[config.mk]
export PLATFORM = sky130hd
export DESIGN_NAME = addsub_rr_server
export DESIGN_NICKNAME = d
export VERILOG_FILES = /design/src/rtl/addsub_rr_server.sv
export SDC_FILE = /design/constraint.sdc
export NUM_CORES = 1
export LEC_CHECK = 0
export BUFFER_PORTS_ARGS = -buffer_cell sky130_fd_sc_hd__buf_2
export CELL_PAD_IN_SITES_DETAIL_PLACEMENT = 2
export CELL_PAD_IN_SITES_GLOBAL_PLACEMENT = 2
export CORE_ASPECT_RATIO = 0.5
export CORE_MARGIN = 3
export CORE_UTILIZATION = 27
export DETAILED_ROUTE_END_ITERATION = 8
export GPL_ROUTABILITY_DRIVEN = 0
export PLACE_DENSITY = 0.95
export RECOVER_POWER = 25
export SLEW_MARGIN = 15
export SYNTH_ARGS = -nofsm -noshare
export SYNTH_HDL_FRONTEND = slang
export SYNTH_SLANG_ARGS = --single-unit
[constraint.sdc]
create_clock -name clk_i -period 7.3 [get_ports clk_i]
set_input_delay 1.095 -clock clk_i [delete_from_list [all_inputs] [get_ports clk_i]]
set_output_delay 1.095 -clock clk_i [all_outputs]
set_load 0.01 [all_outputs]
[src/rtl/addsub_rr_server.sv]
// Registered add/sub responder: round-robin arbitration over four requester ports.
// Optional build macro ADDSUB_FIXED_PRIO_EN selects fixed priority (port 3 highest).
module addsub_rr_server #(
  parameter int W  = 8,
  parameter int NP = 4
) (
  input  logic          clk_i,
  input  logic          rst_i,
  input  logic [NP-1:0] req_i,
  input  logic [2*W:0]  op0_i,
  input  logic [2*W:0]  op1_i,
  input  logic [2*W:0]  op2_i,
  input  logic [2*W:0]  op3_i,
  output logic [NP-1:0] ready_o,
  output logic [W-1:0]  res_o,
  output logic          carry_o,
  output logic [1:0]    gidx_o,
  output logic          busy_o
);

  logic [NP-1:0] r_ready;
  logic [W-1:0]  r_res;
  logic          r_carry;
  logic [1:0]    r_gidx;
`ifndef ADDSUB_FIXED_PRIO_EN
  logic [1:0]    r_ptr;
  logic [1:0]    w_idx;
`endif

  logic [NP-1:0] w_elig;
  logic [1:0]    w_win;
  logic          w_found;
  logic [2*W:0]  w_op;
  logic [W-1:0]  w_a;
  logic [W-1:0]  w_b;
  logic          w_mode;
  logic [W:0]    w_sum;

  // A port is masked during the cycle its result is presented.
  assign w_elig = req_i & ~r_ready;

  always_comb begin
    w_win   = 2'd0;
    w_found = 1'b0;
`ifdef ADDSUB_FIXED_PRIO_EN
    for (int i = NP - 1; i >= 0; i--) begin
      if (!w_found && w_elig[i]) begin
        w_win   = 2'(i);
        w_found = 1'b1;
      end
    end
`else
    w_idx = 2'd0;
    for (int i = 0; i < NP; i++) begin
      w_idx = r_ptr + 2'(i);
      if (!w_found && w_elig[w_idx]) begin
        w_win   = w_idx;
        w_found = 1'b1;
      end
    end
`endif
  end

  always_comb begin
    case (w_win)
      2'd0:    w_op = op0_i;
      2'd1:    w_op = op1_i;
      2'd2:    w_op = op2_i;
      default: w_op = op3_i;
    endcase
  end

  assign w_mode = w_op[2*W];
  assign w_a    = w_op[2*W-1:W];
  assign w_b    = w_op[W-1:0];
  // The MSB of the 9-bit difference is the borrow, i.e. (a < b).
  assign w_sum  = w_mode ? ({1'b0, w_a} + {1'b0, w_b})
                         : ({1'b0, w_a} - {1'b0, w_b});

  always_ff @(posedge clk_i or negedge rst_i) begin
    if (!rst_i) begin
      r_ready <= '0;
      r_res   <= '0;
      r_carry <= 1'b0;
      r_gidx  <= 2'd0;
`ifndef ADDSUB_FIXED_PRIO_EN
      r_ptr   <= 2'd0;
`endif
    end else if (w_found) begin
      r_ready <= {{(NP-1){1'b0}}, 1'b1} << w_win;
      r_res   <= w_sum[W-1:0];
      r_carry <= w_sum[W];
      r_gidx  <= w_win;
`ifndef ADDSUB_FIXED_PRIO_EN
      r_ptr   <= w_win + 2'd1;
`endif
    end else begin
      r_ready <= '0;
    end
  end

  assign ready_o = r_ready;
  assign res_o   = r_res;
  assign carry_o = r_carry;
  assign gidx_o  = r_gidx;
  assign busy_o  = (|req_i) | (|r_ready);

endmodule

==> After elaboration in Yosys (flattened, before gate mapping) <==
Index checks and enable logic that the tools add are counted.
{ "totals": {"regBits": 17, "latch_bits": 0, "ram_bits": 0, "mem_bits_ro": 0, "in_bits": 74, "out_inout_bits": 16, "elab_cells": 49, "memories": 0} }
{ "op_classes": {"add_sub_neg": 6, "n_mul": 0, "div_mod_pow": 0, "n_lt_le_gt_ge": 4, "n_eq_ne": 2, "shift": 1, "mux": 19, "bitwise": 3, "n_reduce_logical": 9} }
{ "ops": {"columns": ["operator", "n"], "rows": [
  ["$pmux 17 s3", 1],
  ["$lt 2x3->1 const B", 4],
  ["$add 8x8->9", 1],
  ["$mux 9", 1],
  ["$sub 8x8->9", 1],
  ["$bmux 1 s2", 4],
  ["$mux 1", 8],
  ["$mux 2", 4],
  ["$reduce_or 4->1", 2],
  ["$add 2x1->2 const B", 2],
  ["$add 2x2->2 const B", 2],
  ["$and 4x4->4", 1],
  ["$mux 4", 1],
  ["$not 4->4", 1],
  ["$shl 1x2->4 const A", 1],
  ["$logic_and 1x1->1", 3],
  ["$logic_not 1->1", 3],
  ["$eq 2x1->1 const B", 1],
  ["$eq 2x2->1 const B", 1],
  ["$logic_not 2->1", 1],
  ["$or 1x1->1", 1]
]} }

==> Longest topological paths before layout <==
Gate-level depths: netlist of the first run.
{ "depth": {"word_depth": 18, "mapped_depth": 21, "depth_no_buf": 19} }

==> Least setup slack after synthesis of the first run <==
No wires, ideal clock.
{ "synth_path": {"kind": "input-to-reg", "startpoint": "input req_i[1]", "endpoint": "register r_carry (netlist: carry_o)", "setup_ns": 0.069, "t_arrival_ns": 4.972, "required_ns": 7.231, "path_slack_ns": 2.259, "cell_stages": 19, "path_buffers": 2, "path_cell_list": "nor2b_1 -> nor2b_1 -> o22ai_1 -> a21oi_1 -> inv_1 -> ha_1 -> buf_6 -> buf_2 -> a222oi_1 -> mux2i_1 -> inv_1 -> ha_1 -> mux2_2 -> fa_1 -> a21oi_1 -> o211ai_1 -> o41a_1 -> a2111o_1 -> nand3_1"} }
{ "synth_between": {"elab_chain_len": 17, "word_cells_on_any_way": 30, "cone_classes": "add/sub: 2; eq/ne: 2; mux: 18; bitwise: 1; reduce/logical: 7"} }
{ "synth_rtl": {"columns": ["element", "line", "text"], "rows": [
  ["start: declaration", "9", "input logic [NP-1:0] req_i,"],
  ["$and 4x4->4 (*)", "40", "assign w_elig = req_i & ~r_ready;"],
  ["$bmux 1 s2", "56", "if (!w_found && w_elig[w_idx]) begin"],
  ["$mux 1 (implied by the code)", "56", null],
  ["$mux 1", "56", null],
  ["$logic_not 1->1", "56", null],
  ["$logic_and 1x1->1", "56", null],
  ["$mux 1", "56", null],
  ["$logic_not 1->1", "56", null],
  ["[2 not listed]", null, null],
  ["$logic_not 1->1", "56", null],
  ["$logic_and 1x1->1", "56", null],
  ["$mux 2 (*)", "56", null],
  ["net w_win[0]", "31", "logic [1:0] w_win;"],
  ["$eq 2x2->1 (tied with other cells)", "65", "case (w_win)"],
  ["$pmux 17 s3 (*)", "65", null],
  ["$sub 8x8->9 / $add 8x8->9 (equally long branches)", "78, 77", null],
  ["$mux 9 (*)", "77", "assign w_sum = w_mode ? ({1'b0, w_a} + {1'b0, w_b})"],
  ["end signal: assignment", "92", "r_carry <= w_sum[W];"],
  ["end: declaration", "23", "logic r_carry;"]
]} }
The timed path passes the listed nets; every way through them passes the cells marked *. The select of a mux whose other input is x is not followed.
A chain may end at the register's enable or synchronous reset.

==> Final worst setup path of the first run <==
{ "layout_path": {"startpoint": "input req_i[1]", "endpoint": "register r_res[7] (netlist: res_o[7])"} }
{ "layout_between": {"elab_chain_len": 17, "word_cells_on_any_way": 30, "cone_classes": "add/sub: 2; eq/ne: 2; mux: 18; bitwise: 1; reduce/logical: 7"} }
{ "layout_rtl": {"columns": ["element", "line", "text"], "rows": [
  ["$and 4x4->4 (*)", "40", null],
  ["$bmux 1 s2", "56", null],
  ["$mux 1 (implied by the code)", "56", null],
  ["$mux 1", "56", null],
  ["$logic_not 1->1", "56", null],
  ["$logic_and 1x1->1", "56", null],
  ["$mux 1", "56", null],
  ["$logic_not 1->1", "56", null],
  ["[2 not listed]", null, null],
  ["$logic_not 1->1", "56", null],
  ["$logic_and 1x1->1", "56", null],
  ["$mux 2 (*)", "56", null],
  ["net w_win[0]", "31", null],
  ["$eq 2x2->1 (tied with other cells)", "65", null],
  ["$pmux 17 s3 (*)", "65", null],
  ["$sub 8x8->9 / $add 8x8->9 (equally long branches)", "78, 77", null],
  ["$mux 9 (*)", "77", null],
  ["end signal: assignment", "91", "r_res <= w_sum[W-1:0];"],
  ["end: declaration", "22", "logic [W-1:0] r_res;"]
]} }
Marks and branches as above.

==> results of run 1 <==
## area by class of cell
cell class                      count  area [µm²]  area share, %
Antenna cell                        1        2.50          0.105
Clock buffer                        3        75.1           3.16
Clock inverter                      1        5.00          0.211
Inverter                           21        78.8           3.32
Multi-Input combinational cell    153        1220           51.3
Sequential cell                    17         425           17.9
Tap cell                           88         110           4.64
Timing Repair Buffer               91         459           19.3
## routing by layer
layer | vias up | share of wire [%]
li1 | 924 | -
met1 | 1053 | 43
met2 | 82 | 48
met3 | 29 | 4.9
met4 | 0 | 3.4
met5 | - | 0
## final timing paths
check                                   endpoint  slack (ns)  cells after the start
min in group asynchronous   res_o[0]$_DFFE_PN0N_        1.01                      1
max in group asynchronous   r_ptr[1]$_DFFE_PN0N_        5.64                      1
min                        gidx_o[1]$_DFFE_PN0N_        0.47                      1
min reg2reg                gidx_o[1]$_DFFE_PN0N_        0.47                      1
max reg2reg                 res_o[7]$_DFFE_PN0N_        1.62                     16
max                         res_o[7]$_DFFE_PN0N_        1.12                     17
## cell families (layout without fill, tap and decap cells)
group | after synthesis | in the layout | share of synthesized area, %
AOI/OAI and AO/OA | 48 | 48 | 20.4
xor gates and xnor gates | 10 | 10 | 4.92
adders and majority gates | 15 | 15 | 11.0
buffers and inverters | 32 | 116 | 8.29
DFF | 17 | 17 | 23.9
muxes | 21 | 21 | 12.1
other | 0 | 1 | 0
and+or+nand+nor | 59 | 59 | 19.5
## per-stage QoR
step	area [µm²]	util [%]	instances	hold WS, ns
after floorplan	1780	-	202	0.513
after global placement	2290	36.8	370	0.457
after detailed placement	2290	36.8	370	0.467
after CTS	2370	38.1	374	0.481
after global routing	2370	38.1	375	0.525
final	2370	38.1	375	0.475
## flip-flops by register name, indices dropped and copies added (netlist names)
signal and flops:
r_ptr 2, res_o 8, gidx_o 2, ready_o 4, carry_o 1
## cells in the mapped netlist
cell | n | area share, %
inv_1 | 21 | 4.4
dfrtp_1 | 17 | 24
mux2i_1 | 17 | 9.6
a222oi_1 | 16 | 9.0
ha_1 | 14 | 9.8
nor2_1 | 13 | 2.7
nor2b_1 | 11 | 3.9
a21oi_1 | 9 | 2.5
nand2_1 | 8 | 1.7
o21ai_0 | 8 | 2.2
buf_2 | 7 | 2.0
xor2_1 | 7 | 3.4
nor3_1 | 5 | 1.4
nor3b_1 | 5 | 2.1
a21o_1 | 4 | 1.7
mux2_2 | 4 | 2.5
nor4_1 | 4 | 1.4
nand3_1 | 3 | 0.84
xnor2_1 | 3 | 1.5
a211oi_1 | 2 | 0.84
a22oi_1 | 2 | 0.84
buf_6 | 2 | 1.3
nand2b_1 | 2 | 0.70
a2111o_1 | 1 | 0.63
a2111oi_0 | 1 | 0.49
a31oi_1 | 1 | 0.35
and2b_1 | 1 | 0.42
and3b_1 | 1 | 0.49
buf_4 | 1 | 0.42
clkbuf_1 | 1 | 0.21
fa_1 | 1 | 1.1
nand3b_1 | 1 | 0.42
nand4b_1 | 1 | 0.49
nor4_2 | 1 | 0.70
nor4b_1 | 1 | 0.49
nor4b_4 | 1 | 1.3
o211ai_1 | 1 | 0.42
o21bai_1 | 1 | 0.42
o22ai_1 | 1 | 0.35
o41a_1 | 1 | 0.63
or3_1 | 1 | 0.35
## critical path, cell delays in order
cell	delay, ns
buf_2	0.08
nor2b_1	0.38
nor2b_1	0.20
o22ai_1	0.09
a21oi_1	0.49
ha_1	0.76
a222oi_1	0.26
mux2i_1	0.39
inv_1	0.11
ha_1	0.31
mux2_2	0.31
ha_1	0.31
a21o_1	0.17
a21o_1	0.23
a2111oi_0	0.74
o21ai_0	0.26
nand3b_1	0.16
## layout by cell type (no fill, tap or decap), drive strengths merged, types with 5 or more instances in the layout
cell type,n
xor2,7
nor3,5
nor4,5
a21oi,9
dfrtp,17
o21ai,8
nand2,8
buf,90
mux2i,17
ha,14
a222oi,16
nor2,13
nor2b,11
nor3b,5
inv,21
==> reports/qor.yml, run 1 <==
timing:
  fin_ws_ns: 1.12
  setup_tns_ns: 0
  slew_headroom_pct: 28.4
  final.min_clock_period_ns: 6.18
  hold_violations: 0
  tightest_slew_ns: 1.07
  slew_viol_final: 0
  rsz0062_at_grt: "no"
  clock_skew_ns: 0.00542
  fmaxAchievable_ghz: 0.162
  finalSetupViolCount: 0
  fin_crit_sh_pct: 84.7
grt:
  grt.total_usage_pct: 22.3
  grt_antenna_before_repair: 1
  grt_max_degree: 33
  grt_overflow: 0
  grtUsageMet3_pct: 3.59
  use_met1_pct: 29.3
  grt_pass1_vias: 2306
  gr-max-usage-layer: "met2"
  grt_pass1_wl_um: 13200
  use_met2_pct: 36.5
routing:
  drtIter0Drc: 174
  vias: 2088
  drc_errors: 0
  routedWlPerCell_um: 22.6
  ant_nets: 0
  routed_wl_um: 8460
  dr.pass1.iters: 7
  viasPerCell: 5.57
synth:
  netlist_area_mm2: 0.00178
  synth_nets: 291
  syn_area_per_cell_um2: 8.82
  synth-seq-area-share_pct: 23.9
  ys_types: 41
  synth_seq_cells: 17
  synthCells: 202
  ys_warn_count: 0
clock_tree:
  cts.sinks: 17
  clk_latency_ns: 0.26
  cts_resized: 0
  postCtsHoldBufs: 0
  cts.reportedPaths.clkPinSlew_ns: 0.06
  clockBufferDepth: 2
  root_buffer: "clkbuf_16"
  ctsHtreeMaxLevel: 1
  cts_tree: "done"
  cts_made_buffers: 3
  cts_setup_buffers: 0
placed_design:
  post-place-ws_ns: 1.13
  hpwl_um: 5940
  port_buffers: 89
cells_and_area:
  syn2layout_area_growth_pct: 33.2
  final_nets: 376
  drive_gt1_share_pct: 35.0
  fillers: 715
setup_path:
  worstPathArrival_ns: 6.37
  setup.worst_path.start: "req_i[1]"
  worstPathRequired_ns: 7.49
  critPathCaptureType: "flip-flop"
  worstSetupStartpointType: "input pin"
  path_class: "in2reg"
  critPathMaxFanout: 18
  reg2reg_from: "ready_o[1]$_DFF_PN0_"
floorplan:
  rows: 20
  num_io_pins: 90
  die_area_mm2: 0.00767
  die_w_um: 121
  die_y_um: 63.4
  start_util_pct: 28.6
  coreArea_mm2: 0.00623
min_path:
  hold_start: "gidx_o[1]$_DFFE_PN0N_"
  hold_path.class: "reg2reg"
run:
  drv_cap: 0
outcome:
  status: "completed"
Power of run 1 is left out: the tool's default activity adds up to more than one toggle a clock period on the data nets, which glitch-free logic cannot reach.
==> run 2, diff against run 1 <==
--- a/config.mk
+++ b/config.mk
@@ -10,10 +10,10 @@
 export CELL_PAD_IN_SITES_GLOBAL_PLACEMENT = 2
 export CORE_ASPECT_RATIO = 0.5
 export CORE_MARGIN = 3
-export CORE_UTILIZATION = 27
+export CORE_UTILIZATION = 25
 export DETAILED_ROUTE_END_ITERATION = 8
 export GPL_ROUTABILITY_DRIVEN = 0
-export PLACE_DENSITY = 0.95
+export PLACE_DENSITY = 0.9
 export RECOVER_POWER = 25
 export SLEW_MARGIN = 15
 export SYNTH_ARGS = -nofsm -noshare
==> constraint.sdc (replaced) <==
create_clock -name clk_i -period 6.5 [get_ports clk_i]
set_input_delay 0.975 -clock clk_i [delete_from_list [all_inputs] [get_ports clk_i]]
set_output_delay 0.975 -clock clk_i [all_outputs]
set_load 0.01 [all_outputs]
==> run 2 against run 1 <==
Effect of this change:
- critical path depth did not move
- critical endpoint unchanged
- largest cell class unchanged
- via count fell by 6.6%
- critical path type unchanged
- wire length fell by 12%
- worst setup slack got worse by 0.47 ns
- flip-flop and latch count did not move
- global-route usage fell by 4.3 points
- cell area rose by 0.42%
- clock-buffer cell count did not move
- worst hold slack got worse by 0.00069 ns
- non-clock buffer count rose by 1
==> reports/qor.yml, run 2 (synthesis results as in run 1) <==
clock_tree:
  cts_resized: 0  # unchanged
  cts.reportedPaths.clkPinSlew_ns: 0.05  # about the same
  root_buffer: "clkbuf_16"
  clk_latency_ns: 0.25  # about the same
  clockBufferDepth: 2  # unchanged
  cts_made_buffers: 3  # unchanged
  cts_tree: "done"
  postCtsHoldBufs: 0  # unchanged
  ctsHtreeMaxLevel: 1  # unchanged
  cts_setup_buffers: 0  # unchanged
  cts.sinks: 17  # unchanged
floorplan:
  die_area_mm2: 0.00824  # +7.4%
  num_io_pins: 90  # unchanged
  rows: 21  # +5.0%
  die_y_um: 65.7  # +3.6%
  die_w_um: 125  # +3.7%
  coreArea_mm2: 0.00681  # +9.2%
  start_util_pct: 26.2  # -2.4 points
timing:
  fmaxAchievable_ghz: 0.171
  setup_tns_ns: 0  # unchanged
  fin_crit_sh_pct: 90.0
  rsz0062_at_grt: "no"
  tightest_slew_ns: 0.924  # -0.150 ns
  slew_headroom_pct: 38.4  # +10 points
  whs_ns: 0.474  # -0.000690 ns
  fin_ws_ns: 0.651  # -0.466 ns
  slew_viol_final: 0  # unchanged
  hold_violations: 0  # unchanged
  finalSetupViolCount: 0  # unchanged
  final.min_clock_period_ns: 5.85
  clock_skew_ns: 0.00298  # -0.00244 ns
cells_and_area:
  fin_area_mm2: 0.00238  # +0.42%
  drive_gt1_share_pct: 35.2  # +0.23 points
  fillers: 764  # +6.9%
  syn2layout_area_growth_pct: 33.8
  final_nets: 377  # +0.27%
  seq_area_um2: 425  # unchanged
  largest_reg_flops: 8  # unchanged
  layout_commonest_cell: "buf_2"
  multiInputGateArea_mm2: 0.00122  # unchanged
  antenna_cells: 0  # -1
  final_cell_mix: "buf_2 (88), inv_1 (21), mux2i_1 (17), dfrtp_1 (17), a222oi_1 (16)"
routing:
  wl_met2_um: 3870  # -5.4%
  ant_nets: 0  # unchanged
  drc_errors: 0  # unchanged
  routed_wl_um: 7420  # -12%
  routedWlPerCell_um: 19.6  # -13%
  drtIter0Drc: 114  # -34%
  dr.pass1.iters: 8  # +1
  vias: 1951  # -6.6%
  top_layer: "met4"
  wl_met1_um: 3380  # -7.8%
  viasPerCell: 5.15  # -7.5%
  wl_met3_um: 153  # -63%
grt:
  grt_antenna_before_repair: 0  # -1
  grt.total_usage_pct: 18.0  # -4.3 points
  grt_pass1_wl_um: 11900  # -11%
  grt_overflow: 0  # unchanged
  grt_max_degree: 33  # unchanged
  grt_pass1_vias: 2126  # -7.8%
setup_path:
  crit_top_cell: "ha_1"
  slowest_delay_ns: 0.75  # about the same
  worstPathArrival_ns: 5.97  # -0.40 ns
  worstSetupStartpointType: "input pin"
  worstPathRequired_ns: 6.62  # -0.87 ns
  critPathCaptureType: "flip-flop"
  reg2reg_depth: 16  # unchanged
  critPathMaxFanout: 18  # unchanged
  crit_path_top_delay_cell: "ha_1"
  crit_chain: "buf_2 > nor2b_1 > nor2b_1 > o22ai_1 > a21oi_1 > ha_1 > a222oi_1 > mux2i_1 > inv_1 > ha_1 > mux2_2 > ha_1 > a21o_1 > a21o_1 > a2111oi_0 > nor4_1 > nand3b_1"
  path_class: "in2reg"
placed_design:
  post_dp_cell_area_mm2: 0.00230  # +0.55%
  port_buffers: 89  # unchanged
  hpwl_um: 5800  # -2.3%
  post-place-ws_ns: 0.544  # -0.590 ns
min_path:
  hold_path.class: "reg2reg"
  hold_depth: 1  # unchanged
run:
  drv_cap: 0  # unchanged
outcome:
  status: "completed"
[run 2: per-stage QoR]
step | instances | utilization (%)
2_1_floorplan | 202 | -
3_3_place_gp | 375 | 33.9
3_5_place_dp | 375 | 33.9
4_1_cts | 379 | 35.0
5_1_grt | 379 | 35.0
6_report | 379 | 35.0
[run 2: worst paths after layout]
path	startpoint	endpoint	slack [ns]
worst max-delay path	req_i[1]	res_o[7]$_DFFE_PN0N_	0.65
worst min-delay path	gidx_o[1]$_DFFE_PN0N_	gidx_o[1]$_DFFE_PN0N_	0.47
worst max register to register	ready_o[1]$_DFF_PN0_	res_o[7]$_DFFE_PN0N_	1.06
worst min register to register	gidx_o[1]$_DFFE_PN0N_	gidx_o[1]$_DFFE_PN0N_	0.47
max in group asynchronous	rst_i	gidx_o[1]$_DFFE_PN0N_	5.09
min in group asynchronous	rst_i	ready_o[1]$_DFF_PN0_	0.84
[run 2: per-layer routing]
layer  vias to the layer above  GRT usage, %
li1                        921             -
met1                       988          23.5
met2                        40          34.0
met3                         2          1.14
met4                         0          2.03
met5                         -             0
[run 2: worst max-delay path, delay by kind of cell]
kind	cells	cell delay (ns)
and+or+nand+nor	4	0.97
muxes	2	0.68
adders and majority gates	3	1.32
buffers and inverters	2	0.18
AOI/OAI and AO/OA	6	1.83
[run 2: cell type report]
class / count / area share [%]
clock buffers: 3 / 3.15
clock inverters: 1 / 0.210
inverters: 21 / 3.31
multi-input cells: 153 / 51.1
flip-flops and latches: 17 / 17.8
well taps: 92 / 4.83
repair buffers: 92 / 19.6
Power of run 2 is left out for the same reason.
